--- config.mk ---
export PLATFORM = sky130hd
export DESIGN_NAME = sram_block_copier
export DESIGN_NICKNAME = d
export VERILOG_FILES = /design/src/rtl/sram_block_copier.sv
export SDC_FILE = /design/constraint.sdc
export NUM_CORES = 1
export LEC_CHECK = 0
export ABC_AREA = 0
export BUFFER_PORTS_ARGS = -buffer_cell sky130_fd_sc_hd__buf_4
export CELL_PAD_IN_SITES_DETAIL_PLACEMENT = 0
export CELL_PAD_IN_SITES_GLOBAL_PLACEMENT = 1
export CORE_ASPECT_RATIO = 0.9
export CORE_MARGIN = 5
export CORE_UTILIZATION = 38
export DETAILED_ROUTE_END_ITERATION = 10
export PLACE_DENSITY_LB_ADDON = 0.1
export RECOVER_POWER = 100
export SLEW_MARGIN = 25
export SYNTH_ARGS = -nofsm -noshare
export SYNTH_HDL_FRONTEND = slang
export SYNTH_SLANG_ARGS = --single-unit
--- constraint.sdc ---
create_clock -name clk -period 2.77 [get_ports clk]
set_input_delay 0.554 -clock clk [delete_from_list [all_inputs] [get_ports clk]]
set_output_delay 0.554 -clock clk [all_outputs]
set_load 0.03 [all_outputs]
--- src/rtl/sram_block_copier.sv ---
// Word-by-word SRAM block copier: reads one 32-bit word, writes it to the
// destination, and repeats. Only one bus transaction is ever in flight.
module sram_block_copier #(
  parameter int LEN_W = 16
) (
  input  logic             clk,
  input  logic             rst,
  input  logic             start,
  input  logic             abort,
  input  logic [31:0]      src_addr,
  input  logic [31:0]      dst_addr,
  input  logic [LEN_W-1:0] len_words,
  output logic             busy,
  output logic             done,
  output logic             err,
  output logic             aborted,
  output logic [LEN_W-1:0] words_done,
  output logic             m_req_valid,
  input  logic             m_req_ready,
  output logic             m_req_write,
  output logic [31:0]      m_req_addr,
  output logic [31:0]      m_req_wdata,
  output logic [3:0]       m_req_wstrb,
  input  logic             m_rsp_valid,
  input  logic [31:0]      m_rsp_rdata
);

  typedef enum logic [2:0] {
    S_IDLE,
    S_RD_REQ,
    S_RD_WAIT,
    S_WR_REQ,
    S_DONE
  } state_t;

  state_t           state_q, state_d;
  logic [31:0]      src_ptr, dst_ptr, hold_q;
  logic [LEN_W-1:0] len_q, words_q;
  logic             err_q, aborted_q, abort_pend_q;

  logic load, set_err, set_abort, set_pend, capture, wr_fire;
  logic misaligned, last_word, stop_req;

  assign misaligned = (src_addr[1:0] != 2'b00) || (dst_addr[1:0] != 2'b00);
  // words_q < len_q whenever a write is in flight, so the increment cannot wrap.
  assign last_word  = (words_q + LEN_W'(1)) == len_q;
  assign stop_req   = abort || abort_pend_q;

  // NOTE: every combinational output gets a default before the case so that no
  // path through the block leaves a signal unassigned and infers a latch.
  always_comb begin
    state_d   = state_q;
    load      = 1'b0;
    set_err   = 1'b0;
    set_abort = 1'b0;
    set_pend  = 1'b0;
    capture   = 1'b0;
    wr_fire   = 1'b0;
    case (state_q)
      S_IDLE: begin
        if (start) begin
          load = 1'b1;
          if (misaligned) begin
            set_err = 1'b1;
            state_d = S_DONE;
          end else if (len_words == '0) begin
            state_d = S_DONE;
          end else begin
            state_d = S_RD_REQ;
          end
        end
      end
      S_RD_REQ: begin
        if (m_req_ready) begin
          // An abort that coincides with acceptance lets the read finish first.
          set_pend = abort;
          state_d  = S_RD_WAIT;
        end else if (abort) begin
          set_abort = 1'b1;
          state_d   = S_DONE;
        end
      end
      S_RD_WAIT: begin
        capture = m_rsp_valid;
        if (!m_rsp_valid) begin
          set_err   = 1'b1;
          set_abort = stop_req;
          state_d   = S_DONE;
        end else if (stop_req) begin
          set_abort = 1'b1;
          state_d   = S_DONE;
        end else begin
          state_d = S_WR_REQ;
        end
      end
      S_WR_REQ: begin
        if (m_req_ready) begin
          wr_fire = 1'b1;
          if (last_word || stop_req) begin
            set_abort = stop_req;
            state_d   = S_DONE;
          end else begin
            state_d = S_RD_REQ;
          end
        end else if (abort) begin
          set_abort = 1'b1;
          state_d   = S_DONE;
        end
      end
      S_DONE:  state_d = S_IDLE;
      default: state_d = S_IDLE;
    endcase
  end

  // NOTE: sequential state uses non-blocking assignments so every register
  // samples the pre-edge values, independent of statement order.
  always_ff @(posedge clk) begin
    if (rst) begin
      state_q      <= S_IDLE;
      src_ptr      <= '0;
      dst_ptr      <= '0;
      len_q        <= '0;
      words_q      <= '0;
      err_q        <= 1'b0;
      aborted_q    <= 1'b0;
      abort_pend_q <= 1'b0;
      // NOTE: the single-word holding register is small enough to reset, which
      // keeps m_req_wdata deterministic from the first cycle after reset.
      hold_q       <= '0;
    end else begin
      state_q <= state_d;
      if (load) begin
        src_ptr      <= src_addr;
        dst_ptr      <= dst_addr;
        len_q        <= len_words;
        words_q      <= '0;
        err_q        <= set_err;
        aborted_q    <= 1'b0;
        abort_pend_q <= 1'b0;
      end else begin
        if (set_err)   err_q        <= 1'b1;
        if (set_abort) aborted_q    <= 1'b1;
        if (set_pend)  abort_pend_q <= 1'b1;
        if (wr_fire) begin
          src_ptr <= src_ptr + 32'd4;
          dst_ptr <= dst_ptr + 32'd4;
          words_q <= words_q + LEN_W'(1);
        end
      end
      if (capture) hold_q <= m_rsp_rdata;
    end
  end

  // Bus fields are decoded from registered state only, so they stay stable
  // for as long as a request is stalled.
  assign busy        = (state_q != S_IDLE);
  assign done        = (state_q == S_DONE);
  assign err         = err_q;
  assign aborted     = aborted_q;
  assign words_done  = words_q;
  assign m_req_valid = (state_q == S_RD_REQ) || (state_q == S_WR_REQ);
  assign m_req_write = (state_q == S_WR_REQ);
  assign m_req_addr  = (state_q == S_RD_REQ) ? src_ptr :
                       (state_q == S_WR_REQ) ? dst_ptr : 32'd0;
  assign m_req_wdata = m_req_write ? hold_q : 32'd0;
  assign m_req_wstrb = m_req_write ? 4'hF : 4'h0;

endmodule

After elaboration in Yosys (flattened, before gate mapping)
Index checks and enable logic that the tools add are counted.
{"block": "classes", "n_reduce_logical": 12, "n_mux": 38, "n_eq_ne": 6, "add_sub_neg": 3}
{"operator": "$mux 32", "n": 7}
{"operator": "$add 32x3->32 const B", "n": 2}
{"operator": "$mux 3", "n": 9}
{"operator": "$mux 1", "n": 18}
{"operator": "$add 16x1->16 const B", "n": 1}
{"operator": "$eq 16x16->1", "n": 1}
{"operator": "$logic_not 16->1", "n": 1}
{"operator": "$pmux 3 s4", "n": 1}
{"operator": "$reduce_bool 2->1", "n": 4}
{"operator": "$eq 3x2->1 const B", "n": 2}
{"operator": "$logic_or 1x1->1", "n": 4}
{"operator": "$mux 4", "n": 1}
{"operator": "$eq 3x1->1 const B", "n": 1}
{"operator": "$eq 3x3->1 const B", "n": 1}
{"operator": "$logic_not 3->1", "n": 1}
{"operator": "$pmux 1 s3", "n": 1}
{"operator": "$reduce_bool 3->1", "n": 1}
{"operator": "$ne 2x2->1 const B", "n": 1}
{"operator": "$pmux 1 s2", "n": 1}
{"operator": "$reduce_or 2->1", "n": 1}
{"block": "word_totals", "wordCells": 68, "out_inout_bits": 90, "inputBits": 118, "ff_bits": 134}

Depth between registers and ports, before layout
{"block": "depth", "ltp_word": 7, "depth_mapped": 7, "depth_no_buf": 7}

Worst setup path after synthesis
OpenSTA, ideal clock, no wires.
{"block": "synth_path", "path_type": "register to register", "startpoint": "register words_q[0] (netlist: words_done[0])", "endpoint": "register state_q[0]", "arrival_time_ps": 2247, "setup_ps": 130, "path_buffers": 0, "stages_incl_launch_ff": 8, "period_less_slack_ps": 2378, "required_ps": 2640, "setup_slack_ps": 392, "path_cell_list": "dfxtp_1 -> ha_1 -> nand3_2 -> mux2_1 -> a21oi_1 -> or4_1 -> nor4_2 -> a31oi_1"}
{"block": "synth_between", "elab_chain_cells": 6}
{"item": "start, declared", "line_no": "38", "source": "logic [LEN_W-1:0] len_q, words_q;"}
{"item": "start signal, assigned", "line_no": "147", "source": "words_q <= words_q + LEN_W'(1);"}
{"item": "$add 16x1->16", "line_no": "46", "source": "assign last_word = (words_q + LEN_W'(1)) == len_q;"}
{"item": "$eq 16x16->1", "line_no": "46"}
{"item": "$logic_or 1x1->1", "line_no": "99", "source": "if (last_word || stop_req) begin"}
{"item": "$mux 3", "line_no": "99"}
{"item": "$mux 3", "line_no": "97", "source": "if (m_req_ready) begin"}
{"item": "$pmux 3 s4", "line_no": "59", "source": "case (state_q)"}
{"item": "end signal, assigned", "line_no": "131", "source": "state_q <= state_d;"}
{"item": "end, declared", "line_no": "36", "source": "state_t state_q, state_d;"}
No other way between the ends.
A chain may end at the register's enable or synchronous reset.

Worst setup path after layout
{"block": "layout_path", "startpoint": "register state_q[1]", "endpoint": "output m_req_wdata[26]"}
{"block": "layout_between", "elab_chain_cells": 2}
{"item": "$eq 3x2->1", "line_no": "162", "source": "assign m_req_write = (state_q == S_WR_REQ);"}
{"item": "$mux 32", "line_no": "165", "source": "assign m_req_wdata = m_req_write ? hold_q : 32'd0;"}
{"item": "end, declared", "line_no": "22", "source": "output logic [31:0] m_req_wdata,"}
No other way between the ends.

==> results.toml <==
[clock_network]
clk_root_buffer_cell = "clkbuf_16"
cts_tree = "yes"
cts_hold_buffers = 0
cts_setup_buffers = 0
clk_latency_ns = 0.42
htree_levels = 4
clk_pin_slew_worst_paths_ns = 0.06
numCtsBuffers = 17
ctsLongestPathBuffers = 2
cts.sink_count = 134
ctsResizeCount = 0

[synth]
synthArstFlopShare_pct = 0
synth.yosys.seq_area_share_pct = 36.78
synth_cell_type_count = 58
synth_compound_area_share_pct = 14.08
synth_edf_count = 0
synth_top_family_by_area = "simple AND/OR/NAND/NOR gates"
synth-main-ff-cell = "dfxtp_1"
synth_seq_cells = 134
synthesis.area_um2 = 7293
synth_area_per_cell_um2 = 7.902
synth_top_cell_by_area = "dfxtp_1"
synth.top_cells.by_area = "dfxtp_1 (37%), nand2_1 (7.6%), nor2_1 (6.5%), xor2_1 (5.5%), a211oi_1 (5.0%)"
synth.top_cell.area_share_pct = 36.78
synth.area.mux_share_pct = 4.546
synth.most_common_cell = "nand2_1"
synthAdderAreaFrac_pct = 0.5147
synth-simple-area-share_pct = 29.22
synth_fp_nets = 1044
yosys_warnings = 0
synth_xor_area_share_pct = 9.950
syn_inst = 923
synthTopCellsByCount = "nand2_1 (147), dfxtp_1 (134), nor2_1 (126)"

[global_route]
grt-ovfl-total = 0
grt_max_degree = 106
groute.usage.overall_pct = 20.37
antenna_found_initial = 0
grt_pass1_vias = 6826
grt_pass1_wl_mm = 36.12

[timing]
hold_viol = 0
fin_crit_sh_pct = 90.68
max_slew_margin_pct = 43.36
rsz0062_at_grt = "false"
worstMarginPinSlew_ns = 0.8496
setup_viol = 0
setup_tns_ns = 0
post-route-min-period_ns = 2.512
fmax_mhz = 398.1
fin_skew_ns = 0.01417
drv_slew = 0

[worst_setup_path]
crit_path_cell_trace = "nor2b_1, clkbuf_2, and3_1, clkbuf_2"
crit_buf_inv = 2
crit_type = "flip-flop to output port"
cp.required_ns = 2.22
critPathLaunchType = "flip-flop"
crit_top_cell = "clkbuf_2"
crit_family = "buffers and inverters"
worst-path-max-fanout = 35
cpPeakStageDelay_ns = 0.51
end_kind = "output port"
cp_slowest_cell = "clkbuf_2"
crit_arrival_ns = 1.96

[route]
wl_per_cell_um = 16.62
drt_iter0_drc = 328
vias_per_cell = 5.108
drc_errors = 0
final_antenna_net_count = 0
wl_mm = 22.57
vias = 6937
dr.pass1.iters = 5

[place]
place_inst = 1327
gp_congestion = 0.7989
port_buffers = 207
dp_hpwl_mm = 16.48
dpl_cell_area_um2 = 8991

[pwr]
ir_worst_vdd_mv = 0.3505
power.internal_mw = 3.694
p_sw_share_pct = 24.92
leakage_nw = 3.496
p_total_mw = 4.920
power.share.combinational_pct = 9.9
seqPwrFrac_pct = 43.3
clock_power_share_pct = 46.8
power_density_nw_per_um2 = 530.8
p_sw_mw = 1.226

[cells_and_area]
drive_gt1_share_pct = 19.95
syn_to_final_growth_pct = 27.09
layout.cells.non_filler = 1358
postLayoutCellArea_um2 = 9269
diodes = 0
finalNetCount = 1217

[floorplan]
start_util_pct = 38.31
die_h_um = 141.4
dieArea_um2 = 22070
std_cell_rows = 48
die_w_um = 156.0
core-area_um2 = 19040
io_pins = 208

[status]
status = "finished, final reports clean"

[run]
max_cap_viol_count = 0

[min_path]
min_path_type = "primary input to flip-flop"
power by group through the flow:
stage | registers, mW | logic [mW] | clock network, mW
floorplan | 2.14 | 0.277 | 0
global placement | 2.17 | 0.495 | 0
detailed placement | 2.17 | 0.496 | 0
CTS | 2.13 | 0.499 | 2.37
global route | 2.15 | 0.542 | 2.47
finish | 2.13 | 0.486 | 2.30
cells in the final DEF, fill, tap and decap left out, types with 18 or more instances in the layout:
cell,count
xor2_1,46
and3_1,45
clkbuf_1,57
xnor2_1,35
nand2_1,146
nor2_1,126
clkbuf_2,35
nand3_1,26
a21oi_1,59
a211oi_1,49
dfxtp_1,133
mux2i_1,32
o21ai_0,18
buf_4,132
per-stage QoR:
step	hold slack [ns]	setup slack [ns]	util, %
after floorplan	0.4319	0.3924	-
after global placement	0.4387	0.3139	47.23
after detailed placement	0.4422	0.2741	47.23
after CTS	0.3571	0.3241	50.37
after global routing	0.3573	0.09441	48.69
final	0.3719	0.2582	48.69
per-layer routing:
layer  GRT usage (%)  part of all wire [%]  up-vias
met4           5.481                   1.3        0
met2           29.33                    42      183
met1           28.39                    48     3174
met3           7.990                   8.9       18
met5               0                     0        -
li1                -                     -     3562
cell families (layout without fill, tap and decap cells):
group           count (synthesis)  count (layout)
flops                         134             134
fa+ha+maj                       3               3
buf+inv                        80             265
simple gates                  431             431
xor+xnor                       82              82
compound gates                160             160
mux                            33              33
area by class of cell:
class,instances,area (µm²)
Clock buffer,19,442.9
Clock inverter,12,155.1
Fill cell,1999,9769
Inverter,10,37.54
Multi-Input combinational cell,709,4249
Sequential cell,134,2684
Tap cell,250,312.8
Timing Repair Buffer,224,1388
flip-flops by register name (all words and copies together) (netlist names):
signal	cells
abort_pend_q	1
err	1
state_q	3
hold_q	32
words_done	16
aborted	1
len_q	16
dst_ptr	32
src_ptr	32
worst reg2reg max path: cells and delay by family, from the launching register on:
family          cells  cell delay, ns
fa+ha+maj           1            0.29
flops               1            0.40
mux                 1            0.28
compound gates      2            0.17
simple gates        3            1.19
final timing paths:
kind                                      from         endpoint  slack, ns  depth (start not counted)
worst max-delay path                state_q[1]  m_req_wdata[26]       0.26                          4
worst min-delay path            m_rsp_rdata[3]        hold_q[3]       0.37                          3
worst max register to register   words_done[1]       state_q[0]       0.32                          7
worst min register to register      hold_q[18]       hold_q[18]       0.45                          2
No activity file was read; power rests on OpenSTA's default activity.
